`config.mk`:
```
export PLATFORM = sky130hd
export DESIGN_NAME = pwm_deadtime_channel
export DESIGN_NICKNAME = d
export VERILOG_FILES = /design/src/rtl/pwm_pkg.sv /design/src/rtl/pwm_deadtime_fsm.sv /design/src/rtl/pwm_deadtime_channel.sv
export SDC_FILE = /design/constraint.sdc
export NUM_CORES = 1
export LEC_CHECK = 0
export BUFFER_PORTS_ARGS = -buffer_cell sky130_fd_sc_hd__buf_2
export CAP_MARGIN = 10
export CORE_MARGIN = 4
export CORE_UTILIZATION = 30
export DETAILED_ROUTE_END_ITERATION = 10
export HOLD_SLACK_MARGIN = 0.12
export PLACE_DENSITY = 0.46
export SKIP_CTS_REPAIR_TIMING = 1
export SYNTH_ARGS = -nofsm -noshare
export SYNTH_HDL_FRONTEND = slang
export SYNTH_SLANG_ARGS = --single-unit
export TNS_END_PERCENT = 50
```
`constraint.sdc`:
```
create_clock -name wb_clk_i -period 6.75 [get_ports wb_clk_i]
set_clock_uncertainty 0.15 [all_clocks]
set_input_delay 0.675 -clock wb_clk_i [delete_from_list [all_inputs] [get_ports wb_clk_i]]
set_output_delay 0.675 -clock wb_clk_i [all_outputs]
set_load 0.05 [all_outputs]
```
`src/rtl/pwm_pkg.sv`:
```
// Shared definitions for the complementary PWM channel: default widths and
// the dead-time state machine encoding.
package pwm_pkg;

    localparam int CNT_W_DEF = 16;
    localparam int DT_W_DEF  = 8;

    // OFF: both gates low, waiting for the channel to run.
    // DT_TO_x: both gates low while the dead-time counter drains before turning x on.
    // x_ON: gate x driven.
    typedef enum logic [2:0] {
        OFF      = 3'd0,
        DT_TO_HS = 3'd1,
        HS_ON    = 3'd2,
        DT_TO_LS = 3'd3,
        LS_ON    = 3'd4
    } dt_state_t;

endpackage

```
`src/rtl/pwm_deadtime_fsm.sv`:
```
// Dead-time insertion for one high-side/low-side gate pair. Turns the raw
// PWM level into two gate drives with both gates low for max(dt_act_i,1)
// cycles around every transition. The gates are registered from the next
// state, so at most one of them can be high in any cycle.
module pwm_deadtime_fsm
    import pwm_pkg::*;
#(
    parameter int DT_W = DT_W_DEF
) (
    input  logic            clk_i,
    input  logic            rst_n_i,
    input  logic            raw_i,
    input  logic            run_i,
    input  logic [DT_W-1:0] dt_act_i,
    output logic            hs_gate_o,
    output logic            ls_gate_o
);

    dt_state_t       state_q, state_d;
    logic [DT_W-1:0] dt_cnt_q, dt_cnt_d;
    logic            hs_q, hs_d;
    logic            ls_q, ls_d;

    // Next-state logic. dt_cnt holds the dead cycles still owed, counting the
    // current one, so a loaded value of 0 or 1 gives exactly one dead cycle.
    // A raw flip during a dead phase restarts the dead phase toward the other
    // gate.
    always_comb begin
        state_d  = state_q;
        dt_cnt_d = dt_cnt_q;
        if (!run_i) begin
            state_d  = OFF;
            dt_cnt_d = '0;
        end else begin
            unique case (state_q)
                OFF: begin
                    state_d  = raw_i ? DT_TO_HS : DT_TO_LS;
                    dt_cnt_d = dt_act_i;
                end
                DT_TO_HS: begin
                    if (!raw_i) begin
                        state_d  = DT_TO_LS;
                        dt_cnt_d = dt_act_i;
                    end else if (dt_cnt_q <= DT_W'(1)) begin
                        state_d  = HS_ON;
                        dt_cnt_d = '0;
                    end else begin
                        dt_cnt_d = dt_cnt_q - DT_W'(1);
                    end
                end
                HS_ON: begin
                    if (!raw_i) begin
                        state_d  = DT_TO_LS;
                        dt_cnt_d = dt_act_i;
                    end
                end
                DT_TO_LS: begin
                    if (raw_i) begin
                        state_d  = DT_TO_HS;
                        dt_cnt_d = dt_act_i;
                    end else if (dt_cnt_q <= DT_W'(1)) begin
                        state_d  = LS_ON;
                        dt_cnt_d = '0;
                    end else begin
                        dt_cnt_d = dt_cnt_q - DT_W'(1);
                    end
                end
                LS_ON: begin
                    if (raw_i) begin
                        state_d  = DT_TO_HS;
                        dt_cnt_d = dt_act_i;
                    end
                end
                default: begin
                    state_d  = OFF;
                    dt_cnt_d = '0;
                end
            endcase
        end
        hs_d = (state_d == HS_ON);
        ls_d = (state_d == LS_ON);
    end

    // State, dead-time counter and gate registers; reset parks both gates low.
    always_ff @(posedge clk_i) begin
        if (!rst_n_i) begin
            state_q  <= OFF;
            dt_cnt_q <= '0;
            hs_q     <= 1'b0;
            ls_q     <= 1'b0;
        end else begin
            state_q  <= state_d;
            dt_cnt_q <= dt_cnt_d;
            hs_q     <= hs_d;
            ls_q     <= ls_d;
        end
    end

    assign hs_gate_o = hs_q;
    assign ls_gate_o = ls_q;

endmodule

```
`src/rtl/pwm_deadtime_channel.sv`:
```
// One complementary PWM channel: period counter, double-buffered
// period/duty/dead-time configuration, sticky fault shutdown, and a
// dead-time gate driver. New configuration only reaches the active
// registers at a period boundary, or immediately while the channel is idle.
module pwm_deadtime_channel
    import pwm_pkg::*;
#(
    parameter int CNT_W = CNT_W_DEF,
    parameter int DT_W  = DT_W_DEF
) (
    input  logic             wb_clk_i,
    input  logic             wb_rst_n_i,
    input  logic             enable_i,
    input  logic [CNT_W-1:0] period_i,
    input  logic [CNT_W-1:0] duty_i,
    input  logic [DT_W-1:0]  deadtime_i,
    input  logic             cfg_load_i,
    input  logic             fault_i,
    input  logic             fault_clr_i,
    output logic             hs_gate_o,
    output logic             ls_gate_o,
    output logic             cycle_start_o,
    output logic             fault_o
);

    logic [CNT_W-1:0] cnt_q, cnt_d;
    logic [CNT_W-1:0] period_act_q, period_act_d;
    logic [CNT_W-1:0] duty_act_q, duty_act_d;
    logic [DT_W-1:0]  dt_act_q, dt_act_d;
    logic [CNT_W-1:0] period_pend_q, period_pend_d;
    logic [CNT_W-1:0] duty_pend_q, duty_pend_d;
    logic [DT_W-1:0]  dt_pend_q, dt_pend_d;
    logic             pend_valid_q, pend_valid_d;
    logic             fault_q, fault_d;

    logic running;
    logic fsm_run;
    logic raw;
    logic wrap;
    logic xfer;

    // A fault arriving this cycle stops the counter and the gates at the same
    // edge that latches it, ahead of enable and configuration.
    assign running = enable_i && !fault_q;
    assign fsm_run = running && !fault_i;
    assign raw     = (cnt_q < duty_act_q);
    assign wrap    = (cnt_q == period_act_q);
    assign xfer    = pend_valid_q && (wrap || !running);

    // Counter, configuration double-buffer and sticky fault next-state.
    always_comb begin
        fault_d = fault_i || (fault_q && !fault_clr_i);

        cnt_d = '0;
        if (fsm_run) begin
            cnt_d = wrap ? '0 : cnt_q + CNT_W'(1);
        end

        period_act_d = period_act_q;
        duty_act_d   = duty_act_q;
        dt_act_d     = dt_act_q;
        if (xfer) begin
            period_act_d = period_pend_q;
            duty_act_d   = duty_pend_q;
            dt_act_d     = dt_pend_q;
        end

        // A load coinciding with a transfer refills pending and keeps it valid.
        period_pend_d = period_pend_q;
        duty_pend_d   = duty_pend_q;
        dt_pend_d     = dt_pend_q;
        pend_valid_d  = pend_valid_q;
        if (cfg_load_i) begin
            period_pend_d = period_i;
            duty_pend_d   = duty_i;
            dt_pend_d     = deadtime_i;
            pend_valid_d  = 1'b1;
        end else if (xfer) begin
            pend_valid_d = 1'b0;
        end
    end

    // Channel state registers with synchronous active-low reset.
    always_ff @(posedge wb_clk_i) begin
        if (!wb_rst_n_i) begin
            cnt_q         <= '0;
            period_act_q  <= '0;
            duty_act_q    <= '0;
            dt_act_q      <= '0;
            period_pend_q <= '0;
            duty_pend_q   <= '0;
            dt_pend_q     <= '0;
            pend_valid_q  <= 1'b0;
            fault_q       <= 1'b0;
        end else begin
            cnt_q         <= cnt_d;
            period_act_q  <= period_act_d;
            duty_act_q    <= duty_act_d;
            dt_act_q      <= dt_act_d;
            period_pend_q <= period_pend_d;
            duty_pend_q   <= duty_pend_d;
            dt_pend_q     <= dt_pend_d;
            pend_valid_q  <= pend_valid_d;
            fault_q       <= fault_d;
        end
    end

    pwm_deadtime_fsm #(
        .DT_W (DT_W)
    ) u_fsm (
        .clk_i     (wb_clk_i),
        .rst_n_i   (wb_rst_n_i),
        .raw_i     (raw),
        .run_i     (fsm_run),
        .dt_act_i  (dt_act_q),
        .hs_gate_o (hs_gate_o),
        .ls_gate_o (ls_gate_o)
    );

    // Qualified by the reset input so the pulse stays low while reset is held,
    // even though the counter already reads 0 and enable may still be high.
    assign cycle_start_o = wb_rst_n_i && running && (cnt_q == '0);
    assign fault_o       = fault_q;

endmodule

```
======== Yosys cells after proc, flatten, opt, wreduce, memory -nomap -nowiden ========
Index checks and enable logic that the tools add are counted.
cells by class
  add/sub/neg operators ................... 2
  order comparisons ....................... 2
  equal/unequal tests ..................... 9
  muxes and demuxes ....................... 17
  bitwise logic cells ..................... 2
  reductions and logical operators ........ 18
operator list
  cell                   number
  $mux 8                 5
  $pmux 8 s5             1
  $mux 3                 7
  $add 16x1->16 const B  1
  $eq 16x16->1           1
  $logic_not 16->1       1
  $lt 16x16->1           1
  $pmux 3 s5             1
  $eq 3x2->1 const B     3
  $le 8x1->1 const B     1
  $sub 8x1->8 const B    1
  $eq 3x3->1 const B     2
  $logic_and 1x1->1      6
  $logic_not 1->1        4
  $reduce_and 2->1       2
  $eq 3x1->1 const B     1
  $logic_not 3->1        1
  $reduce_or 3->1        1
  $logic_or 1x1->1       2
  $mux 1                 2
  $mux 2                 1
  $ne 2x1->1 const B     1
  $ne 2x2->1 const B     1
  $not 1->1              2
  $reduce_bool 2->1      1
storage, ports and cells
  register bits ........................... 111
  bits of input ports ..................... 46
  output and inout bits ................... 4
  word-level logic and storage cells ...... 63

======== Depth between registers and ports, before layout ========
Gate-level depths: netlist of the first run.
  depth in word-level cells ............... 7
  gate-level depth with buffers ........... 10
  gate-level depth less buffers ........... 9

======== Modules after synthesis ========
A second synthesis of the first run with hierarchy kept.
second synthesis, totals
  cell total of the unflattened synthesis .. 486
  area, all modules ....................... 4843.4 um^2
modules (own cells, without submodules)
  module                instances  cells each  area each (um^2)  sequential area each (um^2)
  pwm_deadtime_channel  1          389         4023.9            1961.9
  pwm_deadtime_fsm      1          97          819.5             260.2

======== Worst setup path after synthesis of the first run ========
OpenSTA, ideal clock, no wires.
  kind .................................... input -> output
  start ................................... input wb_rst_n_i
  end ..................................... output cycle_start_o
  arrival ................................. 2.119 ns
  data required time ...................... 5.925 ns
  slack ................................... 3.806 ns
  stages on the path ...................... 3
  buffers on the path ..................... 0
  cell sequence ........................... nor4bb_1 -> nand3_1 -> nor3_1
between the ends
  longest elaborated chain between the ends .. 2
ends and longest elaborated chain
  item                            RTL line                     source
  from (decl)                     pwm_deadtime_channel.sv:12   input logic wb_rst_n_i,
  $logic_and 1x1->1 (2 in a row)  pwm_deadtime_channel.sv:122  assign cycle_start_o = wb_rst_n_i && running && (cnt_q == '0);
  to (decl)                       pwm_deadtime_channel.sv:22   output logic cycle_start_o,
No other way between the ends.

======== Final worst setup path of the first run ========
  start ................................... register cnt_q[6]
  end ..................................... register u_fsm.dt_cnt_q[4]
between the ends
  longest elaborated chain between the ends .. 3
  elaborated cells between the ends (all ways) .. 7
  those cells by class .................... order compare (1); eq/ne (2); mux (3); reduce/logical (1)
ends and longest elaborated chain
  item                                            RTL line                    source
  from (decl)                                     pwm_deadtime_channel.sv:26  logic [CNT_W-1:0] cnt_q, cnt_d;
  from (signal assigned)                          pwm_deadtime_channel.sv:96  cnt_q <= cnt_d;
  $lt 16x16->1 (*)                                pwm_deadtime_channel.sv:46  assign raw = (cnt_q < duty_act_q);
  $mux 8 (tied with other cells)                  pwm_deadtime_fsm.sv:58      if (raw_i) begin
  $pmux 8 s5 or $reduce_and 2->1 (tied branches)  --
  to (signal assigned)                            pwm_deadtime_fsm.sv:93      dt_cnt_q <= dt_cnt_d;
  to (decl)                                       pwm_deadtime_fsm.sv:20      logic [DT_W-1:0] dt_cnt_q, dt_cnt_d;
Mark *: on every way between the ends. The rest lies on a longest branch, timed or not.
A chain may end at the register's enable or synchronous reset.

==> metrics, run 1 <==
Leakage Power 2.63 nW; Final Hold Fails 0; sequential-to-total area share from yosys stat 42.3%; Worst Hold Class reg2reg; Worst Path Required 6.84 ns; dpl hpwl 8.03 mm; Placeable Area 0.0172 sq mm; Antenna Nets Post-Route 0; Distinct cells, synth 52; r2r startpoint cnt_q[6]; # DRC 0; clk sinks 111; worst-margin pin slew 0.754 ns; max-cap violations 0; synthesized area 0.00526 sq mm; Final #Nets 640; Worst Path Arrival 3.32 ns; via count 3730; flops & latches, synth 111; DR WL/cell 13.9 um; logic gate share of total power 11.8%; sw frac 25.1%; CP Capture Type register; area grow syn2layout 13.3%; Die Area 0.0197 sq mm; Synth async-reset ratio 0%; Rel. slew slack 49.5%; first-pass GRT wire length 19.2 mm; CTS buffer count 9; worst r2r dst u_fsm.dt_cnt_q[4]; total gr overflow 0; setup tns final 0 ns; sequential share of power 52.1%; vias per cell 4.63; hold depth 1; GPL Wtd Cong 0.823; antenna violations before repair 0; largest net degree at the start of global routing 87; most frequent cells in the layout 111 x dfxtp_1, 83 x mux2i_1, 82 x nor2b_1; Place WS 3.33 ns; # setup viols final 0; Clock Path Buffers 2; Setup CP Type reg2reg; Post-Syn Instances 538; RSZ-0062 raised after global routing false; drt first-iter violations 219; drt first pass iters 4; Die H 140 um; Starting Density 30.5%; post-layout util 34.6%; final instance area 0.00596 sq mm; PortBufs 49; YS warnings 0; power density cells 225 mW/mm^2; largest fanout on the critical path 12; root buffer cell clkbuf_16; Placed Area 0.00570 sq mm; reg2reg path depth 8; Avg Cell Area, Syn 9.77 sq um; CTS tree yes; R2R setup slack 3.52 ns; switching power total 0.337 mW; Global Route Usage Sum 11.9%; number of synthesized flops with an enable pin 0; clock period minus final worst setup slack 3.23 ns; P_int 1.00 mW; vias in the first global route 3786; Worst-path clk slew 0.07 ns; proportion of layout cells with a drive suffix above 1 12.9%; diode count 0; row count 48; status completed; Net Count, Synth 603; Endpoint, Worst Hold u_fsm.dt_cnt_q[2]; Period Utilization, post-route 47.8%; clock share of power 36.1%; CP Launch Type register; Routed WL 11.2 mm; worst-skew pair later-pin latency 0.35 ns; Slew Viols, Final 0; final setup margin 3.52 ns; H-tree depth 3; die span in x 140 um; Top FF cell, synth dfxtp_1; hold path startpoint dt_act_q[2]; fmax 310 MHz; peak supply drop 135 uV; # IOs 50; commonest non-fill, non-tap cell in the layout dfxtp_1
[stage by stage]
step | total power, mW | hold WS, ns | std cells
after floorplan | 0.833 | 0.285 | 538
after global placement | 0.871 | 0.320 | 789
after detailed placement | 0.875 | 0.319 | 789
after CTS | 1.37 | 0.330 | 805
after global routing | 1.41 | 0.351 | 805
final | 1.34 | 0.323 | 805
[cell families (layout without fill, tap and decap cells)]
kind of cell	after synthesis	count (layout)	share of synthesized area, %
AND/OR/NAND/NOR	188	188	20.1
flip-flops	111	111	42.3
multiplexers	84	84	16.0
buffers and inverters	57	99	4.38
AO/OA/AOI/OAI	48	48	7.54
XOR/XNOR	31	31	5.16
adder cells (fa/ha/maj)	19	19	4.52
[critical path, stage by stage (launching register included)]
cell and delay [ns]:
dfxtp_1 0.49, ha_1 0.30, a21o_1 0.18, a211oi_1 0.24, o21ai_1 0.17, a21oi_2 0.54, mux2i_1 0.57, o32ai_1 0.20
a221o_1 0.29
[cell usage after synthesis, types with 2 or more instances]
library cell | n | area (sq um)
dfxtp_1 | 111 | 2220
nor2_1 | 30 | 113
nand2_1 | 19 | 71.3
nor3_1 | 11 | 55.1
buf_1 | 2 | 7.51
o32ai_1 | 6 | 52.6
nand3_1 | 10 | 50.1
a21oi_1 | 9 | 45.0
nand4_1 | 4 | 25.0
o21ai_0 | 6 | 30.0
xnor2_1 | 5 | 43.8
nor2b_1 | 82 | 513
nand2b_1 | 8 | 50.1
inv_1 | 31 | 116
xor2_1 | 26 | 228
and2_1 | 2 | 12.5
a211o_1 | 2 | 17.5
a221o_1 | 3 | 30.0
nor4_1 | 7 | 43.8
a2111oi_2 | 2 | 30.0
mux2i_1 | 83 | 831
and3_1 | 7 | 43.8
clkbuf_1 | 18 | 67.6
o21a_1 | 3 | 22.5
buf_2 | 4 | 20.0
ha_1 | 19 | 238
a2bb2oi_1 | 2 | 17.5
a21o_1 | 2 | 15.0
[registers in the layout (all words and copies together), names as in the netlist]
name             flops
u_fsm.state_q        3
dt_pend_q            8
period_act_q        16
duty_pend_q         16
u_fsm.hs_gate_o      1
duty_act_q          16
u_fsm.ls_gate_o      1
period_pend_q       16
dt_act_q             8
pend_valid_q         1
fault_o              1
u_fsm.dt_cnt_q       8
cnt_q               16
[cell type report]
type | instances | area [sq um]
Fill cell | 1755 | 11300
Clock buffer | 13 | 240
Tap cell | 225 | 282
Sequential cell | 111 | 2220
Clock inverter | 3 | 20.0
Inverter | 31 | 116
Multi-Input combinational cell | 370 | 2810
Timing Repair Buffer | 52 | 268
[power groups by stage]
stage | clock [mW] | sequential, mW | combinational (mW)
2_1_floorplan | 0 | 0.709 | 0.124
3_3_place_gp | 0 | 0.714 | 0.157
3_5_place_dp | 0 | 0.715 | 0.160
4_1_cts | 0.507 | 0.700 | 0.161
5_1_grt | 0.529 | 0.703 | 0.177
6_report | 0.484 | 0.699 | 0.158
[how the worst max path moves through the flow]
| stage | from | to | slack (ns) | cells after the start |
|---|---|---|---|---|
| final | cnt_q[6] | u_fsm.dt_cnt_q[4] | 3.52 | 8 |
| after detailed placement | wb_rst_n_i | u_fsm.dt_cnt_q[6] | 3.33 | 7 |
| after CTS | wb_rst_n_i | cycle_start_o | 3.48 | 6 |
| after global placement | wb_rst_n_i | u_fsm.dt_cnt_q[5] | 3.44 | 7 |
| after global routing | cnt_q[6] | u_fsm.dt_cnt_q[4] | 3.27 | 8 |
| after floorplan | wb_rst_n_i | cycle_start_o | 3.81 | 3 |
[layer usage]
metal / track usage, % / wire, um
met5: 0 / 0
met4: 3.01 / 144
met3: 3.69 / 413
met2: 19.9 / 5400
met1: 15.0 / 5230
Note: power is estimated with default switching activity, not from simulation.
==> run 2, diff against run 1 <==
--- a/config.mk
+++ b/config.mk
@@ -5,6 +5,7 @@
 export SDC_FILE = /design/constraint.sdc
 export NUM_CORES = 1
 export LEC_CHECK = 0
+export ABC_AREA = 1
 export BUFFER_PORTS_ARGS = -buffer_cell sky130_fd_sc_hd__buf_2
 export CAP_MARGIN = 10
 export CORE_MARGIN = 4
==> constraint.sdc (replaced) <==
create_clock -name wb_clk_i -period 3 [get_ports wb_clk_i]
set_clock_uncertainty 0.15 [all_clocks]
set_input_delay 0.3 -clock wb_clk_i [delete_from_list [all_inputs] [get_ports wb_clk_i]]
set_output_delay 0.3 -clock wb_clk_i [all_outputs]
set_load 0.05 [all_outputs]
==> metrics, run 2 <==
status completed (unchanged); Crit-path slowest cell dfxtp_1 (was mux2i_1); share of the synthesized area in the top cell type 42.4% (was 42.3%); Synth async-reset ratio 0% (unchanged); Period Utilization, post-route 82.6% (was 47.8%); most frequent cell after synthesis nor2_1 (was dfxtp_1); area grow syn2layout 22.3% (was 13.3%); synthesized area 0.00524 sq mm (was 0.00526 sq mm); Routed WL 13.5 mm (was 11.2 mm); proportion of layout cells with a drive suffix above 1 11.9% (was 12.9%); leading area contributor after synthesis dfxtp_1 (unchanged); setup tns final 0 ns (unchanged); commonest cells in the synthesized netlist 147 x nor2_1, 111 x dfxtp_1, 93 x nand2_1 (was 111 x dfxtp_1, 83 x mux2i_1, 82 x nor2b_1); Slew Viols, Final 0 (unchanged); Worst Path Required 3.08 ns (was 6.84 ns); Placeable Area 0.0172 sq mm (about the same); largest fanout on the critical path 21 (was 12); Setup CP Type reg2reg (unchanged); Post-Syn Instances 728 (was 538); # IOs 50 (unchanged); Die Area 0.0196 sq mm (was 0.0197 sq mm); drt first-iter violations 243 (was 219); CTS tree yes (unchanged); DR WL/cell 13.1 um (was 13.9 um); Avg Cell Area, Syn 7.19 sq um (was 9.77 sq um); r2r startpoint cnt_q[9] (was cnt_q[6]); total gr overflow 0 (unchanged); via count 4726 (was 3730); largest net degree at the start of global routing 81 (was 87); # DRC 0 (unchanged); worst-margin pin slew 0.780 ns (was 0.754 ns); first-pass GRT wire length 22.0 mm (was 19.2 mm); # setup viols final 0 (unchanged); Final #Nets 868 (was 640); worst-skew pair later-pin latency 0.35 ns (about the same); Final Hold Fails 0 (unchanged); Rel. slew slack 47.8% (was 49.5%); clock period minus final worst setup slack 2.48 ns (was 3.23 ns); RSZ-0062 raised after global routing false (unchanged); dpl hpwl 9.73 mm (was 8.03 mm); most frequent cells in the layout 147 x nor2_1, 111 x dfxtp_1, 93 x nand2_1 (was 111 x dfxtp_1, 83 x mux2i_1, 82 x nor2b_1); YS warnings 0 (unchanged); PortBufs 49 (unchanged); H-tree depth 3 (unchanged); Net Count, Synth 793 (was 603); most used cell, CP nand2_1; root buffer cell clkbuf_16 (unchanged); CTS buffer count 9 (unchanged); drt first pass iters 4 (unchanged); worst r2r dst u_fsm.dt_cnt_q[5] (was u_fsm.dt_cnt_q[4]); hold path startpoint wb_rst_n_i (was dt_act_q[2]); reg2reg path depth 13 (was 8); Worst Hold Class in2reg (was reg2reg); row count 48 (unchanged); Leakage Power 2.72 nW (was 2.63 nW); R2R setup slack 0.52 ns (was 3.52 ns); hold depth 3 (was 1); Die H 140 um (about the same); Worst path max stage delay 0.41 ns (was 0.57 ns); commonest non-fill, non-tap cell in the layout nor2_1 (was dfxtp_1); die span in x 140 um (about the same); Buf+Inv Stages, Crit Path 3 (was 0); CP top delay family simple AND/OR/NAND/NOR gates (was compound AO/OA/AOI/OAI gates); vias per cell 4.58 (was 4.63); CP Capture Type register (unchanged); flops & latches, synth 111 (unchanged); antenna violations before repair 0 (unchanged); Distinct cells, synth 32 (was 52); Top FF cell, synth dfxtp_1 (unchanged); max-cap violations 0 (unchanged); diode count 0 (unchanged); Antenna Nets Post-Route 0 (unchanged); fmax 404 MHz (was 310 MHz); Clock Path Buffers 2 (unchanged); power density cells 544 mW/mm^2 (was 225 mW/mm^2); Starting Density 30.5% (about the same); peak supply drop 265 uV (was 135 uV); CP Launch Type register (unchanged); vias in the first global route 4358 (was 3786); number of synthesized flops with an enable pin 0 (unchanged); Pwr Total 3.48 mW (was 1.34 mW); clk sinks 111 (unchanged); Endpoint, Worst Hold u_fsm.hs_gate_o (was u_fsm.dt_cnt_q[2]); Worst-path clk slew 0.07 ns (about the same); Area contributors post-synth dfxtp_1 42%, nor2_1 11%, nand2_1 6.7% (was dfxtp_1 42%, mux2i_1 16%, nor2b_1 9.8%); sequential-to-total area share from yosys stat 42.4% (was 42.3%); Worst Path Arrival 2.56 ns (was 3.32 ns); crit-path cells ha_1, nand2_1, inv_1, o21ai_1, a21oi_1, nor2_4, nand2_4, inv_2, nand2_1, nand2_2, inv_2, nand2_1, a21oi_1 (was ha_1, a21o_1, a211oi_1, o21ai_1, a21oi_2, mux2i_1, o32ai_1, a221o_1); Global Route Usage Sum 13.7% (was 11.9%); GPL Wtd Cong 0.828 (was 0.823)
[run 2: layout make-up]
cell class / instances / area (sq um)
Tap cell: 225 / 282
Fill cell: 1846 / 10800
Timing Repair Buffer: 95 / 721
Multi-Input combinational cell: 516 / 2580
Clock inverter: 5 / 106
Clock buffer: 10 / 229
Inverter: 70 / 263
Sequential cell: 111 / 2220
[run 2: where the power goes]
part / internal [mW] / switching (mW) / total, mW
sequential: 1.56 / 0.0451 / 1.60
combinational: 0.200 / 0.315 / 0.515
clock: 0.815 / 0.547 / 1.36
total: 2.58 / 0.907 / 3.48
[run 2: layer usage]
metal / GRT usage, % / vias up / share of wire [%]
li1: - / 2516 / -
met4: 4.18 / 0 / 1.4
met2: 21.2 / 78 / 44
met1: 19.3 / 2120 / 51
met5: 0 / - / 0
met3: 2.77 / 12 / 3.5
[run 2: worst register-to-register path: cells and delay by family (launching register included)]
family / cells / cell delay [ns]
compound gates: 3 / 0.30
simple gates: 6 / 0.93
flops: 1 / 0.41
fa+ha+maj: 1 / 0.27
buf+inv: 3 / 0.29
[run 2: worst max path at each step]
stage                     startpoint           endpoint  slack, ns  depth (start not counted)
after floorplan              fault_o      cycle_start_o       0.27                          3
after global placement     cnt_q[11]  u_fsm.dt_cnt_q[6]       0.63                         13
after detailed placement    cnt_q[6]  u_fsm.dt_cnt_q[5]       0.55                         13
after CTS                  cnt_q[11]  u_fsm.dt_cnt_q[5]       0.54                         13
after global routing        cnt_q[6]  u_fsm.dt_cnt_q[0]       0.24                         13
final                       cnt_q[9]  u_fsm.dt_cnt_q[5]       0.52                         13
[run 2: kinds of logic (layout without fill, tap and decap cells)]
| group | count (synthesis) | after routing | share of synthesized area [%] |
|---|---|---|---|
| adders and majority gates | 19 | 19 | 4.54 |
| DFF | 111 | 111 | 42.4 |
| and+or+nand+nor | 337 | 337 | 28.1 |
| AOI/OAI and AO/OA | 142 | 142 | 13.7 |
| buffers and inverters | 101 | 180 | 8.24 |
| xor gates and xnor gates | 18 | 18 | 3.01 |
[run 2: metrics by stage]
| step | worst slack [ns] | instance area (sq um) | instances | util (%) | hold slack, ns |
|---|---|---|---|---|---|
| 2_1_floorplan | 0.269 | 5240 | 728 | - | 0.267 |
| 3_3_place_gp | 0.632 | 5650 | 975 | 32.9 | 0.307 |
| 3_5_place_dp | 0.550 | 5650 | 975 | 32.9 | 0.307 |
| 4_1_cts | 0.540 | 5990 | 990 | 34.8 | 0.00208 |
| 5_1_grt | 0.243 | 6410 | 1032 | 37.3 | 0.167 |
| 6_report | 0.522 | 6410 | 1032 | 37.3 | 0.153 |
==> run 3, diff against run 2 <==
--- a/config.mk
+++ b/config.mk
@@ -5,7 +5,7 @@
 export SDC_FILE = /design/constraint.sdc
 export NUM_CORES = 1
 export LEC_CHECK = 0
-export ABC_AREA = 1
+export ABC_AREA = 0
 export BUFFER_PORTS_ARGS = -buffer_cell sky130_fd_sc_hd__buf_2
 export CAP_MARGIN = 10
 export CORE_MARGIN = 4
==> constraint.sdc (replaced) <==
create_clock -name wb_clk_i -period 2.35 [get_ports wb_clk_i]
set_clock_uncertainty 0.15 [all_clocks]
set_input_delay 0.235 -clock wb_clk_i [delete_from_list [all_inputs] [get_ports wb_clk_i]]
set_output_delay 0.235 -clock wb_clk_i [all_outputs]
set_load 0.05 [all_outputs]
==> metrics, run 3 (synthesis results as in run 1) <==
Setup CP Type reg2reg (unchanged); DR WL/cell 13.7 um (was 13.1 um); failing checks setup timing; uppermost layer routed met4 (unchanged); Clock Path Buffers 2 (unchanged); total gr overflow 0 (unchanged); CP Launch Type register (unchanged); Rel. slew slack 68.3% (was 47.8%); CP Capture Type register (unchanged); RSZ-0062 raised after global routing true (was false); drt first-iter violations 205 (was 243); proportion of layout cells with a drive suffix above 1 21.9% (was 11.9%); Die H 140 um (about the same); CTS buffer count 9 (unchanged); hold depth 4 (was 3); r2r startpoint duty_act_q[6] (was cnt_q[9]); R2R setup slack -0.20 ns (was 0.52 ns); clk sinks 111 (unchanged); H-tree depth 3 (unchanged); first-pass GRT wire length 20.3 mm (was 22.0 mm); antenna violations before repair 0 (unchanged); # IOs 50 (unchanged); Die Area 0.0197 sq mm (was 0.0196 sq mm); crit-path cells inv_2, ha_4, a21o_1, a211oi_2, o21ai_2, and3_4, o41ai_4, buf_4, buf_6, o32ai_1, a221o_1 (was ha_1, nand2_1, inv_1, o21ai_1, a21oi_1, nor2_4, nand2_4, inv_2, nand2_1, nand2_2, inv_2, nand2_1, a21oi_1); area grow syn2layout 32.2% (was 22.3%); Endpoint, Worst Hold u_fsm.dt_cnt_q[0] (was u_fsm.hs_gate_o); die span in x 140 um (about the same); Routed WL 12.3 mm (was 13.5 mm); Placeable Area 0.0172 sq mm (about the same); status finished with violations (was completed); Antenna Nets Post-Route 0 (unchanged); Layout fillers 1722 (was 1846); Worst-path clk slew 0.08 ns (was 0.07 ns); met3 WL 411 um (was 470 um); largest net degree at the start of global routing 48 (was 81); most frequent cells in the layout 109 x dfxtp_1, 82 x nor2b_1, 80 x mux2i_1 (was 147 x nor2_1, 111 x dfxtp_1, 93 x nand2_1); worst-margin pin slew 0.472 ns (was 0.780 ns); # setup viols final 10 (was 0); Worst Path Required 2.44 ns (was 3.08 ns); met1 wire length 5.72 mm (was 6.89 mm); via count 4069 (was 4726); Global Route Usage Sum 12.8% (was 13.7%); reg2reg path depth 11 (was 13); Pwr Total 4.20 mW (was 3.48 mW); Period Utilization, post-route 108% (was 82.6%); Worst path max stage delay 0.34 ns (was 0.41 ns); root buffer cell clkbuf_16 (unchanged); Leakage Power 3.11 nW (was 2.72 nW); row count 48 (unchanged); Worst Path Arrival 2.63 ns (was 2.56 ns); diode count 0 (unchanged); fmax 393 MHz (was 404 MHz); worst-skew pair later-pin latency 0.36 ns (was 0.35 ns); met2 routed WL 5.87 mm (was 5.91 mm); final setup margin -0.197 ns (was 0.522 ns); largest fanout on the critical path 5 (was 21); commonest non-fill, non-tap cell in the layout dfxtp_1 (was nor2_1); Crit-path slowest cell dfxtp_2 (was dfxtp_1); # DRC 0 (unchanged); dpl hpwl 8.64 mm (was 9.73 mm); drt first pass iters 4 (unchanged); CTS tree yes (unchanged); peak supply drop 489 uV (was 265 uV); vias in the first global route 4060 (was 4358); clock period minus final worst setup slack 2.55 ns (was 2.48 ns); Final #Nets 731 (was 868); hold path startpoint wb_rst_n_i (unchanged); GPL Wtd Cong 0.842 (was 0.828); Slew Viols, Final 0 (unchanged); Starting Density 30.5% (about the same); power density cells 605 mW/mm^2 (was 544 mW/mm^2); PortBufs 49 (unchanged); worst r2r dst u_fsm.dt_cnt_q[5] (unchanged); post-layout util 40.3% (was 37.3%); Worst Hold Class in2reg (unchanged); vias per cell 4.54 (was 4.58); Final Hold Fails 0 (unchanged); max-cap violations 0 (unchanged)
## run 3: report_power, final
group	leakage [nW]	internal, mW	switching, mW
sequential	0.906	1.95	0.0455
combinational	2.07	0.365	0.307
clock	0.140	0.829	0.706
total	3.11	3.15	1.06
## run 3: cell type report
cell class	count	area, sq um	share of cell area, %
Multi-Input combinational cell	370	2920	42.0
Clock buffer	11	233	3.35
Tap cell	225	282	4.05
Timing Repair Buffer	143	1120	16.1
Clock inverter	5	56.3	0.810
Inverter	31	116	1.67
Sequential cell	111	2220	32.0
## run 3: stage by stage
stage	std cells	worst slack [ns]	TNS, ns	instance area (sq um)	hold WS [ns]
after floorplan	538	-0.0362	-0.118	5280	0.209
after global placement	833	-0.273	-2.26	6080	0.313
after detailed placement	833	-0.297	-2.27	6080	0.317
after CTS	849	-0.332	-2.75	6370	-0.0538
after global routing	896	-0.343	-2.95	6950	0.234
final	896	-0.197	-1.50	6950	0.201
## run 3: how the worst max path moves through the flow
stage / start / to / slack [ns] / depth (start not counted)
floorplan: duty_act_q[6] / u_fsm.dt_cnt_q[5] / -0.04 / 10
global placement: duty_act_q[6] / u_fsm.dt_cnt_q[4] / -0.27 / 10
detailed placement: duty_act_q[9] / u_fsm.dt_cnt_q[5] / -0.30 / 10
CTS: duty_act_q[9] / u_fsm.dt_cnt_q[5] / -0.33 / 10
global route: duty_act_q[6] / u_fsm.dt_cnt_q[7] / -0.34 / 11
finish: duty_act_q[6] / u_fsm.dt_cnt_q[5] / -0.20 / 11
## run 3: routing by layer
| metal | global-route usage, % | up-vias |
|---|---|---|
| met5 | 0 | - |
| met4 | 4.84 | 0 |
| met3 | 2.94 | 18 |
| met2 | 22.2 | 65 |
| met1 | 15.4 | 1887 |
| li1 | - | 2099 |
## run 3: critical path: cells and delay by family (launching register included)
kind,cells,cell delay [ns]
AOI/OAI and AO/OA,6,1.19
and+or+nand+nor,1,0.19
DFF,1,0.34
buffers and inverters,3,0.36
adders and majority gates,1,0.20
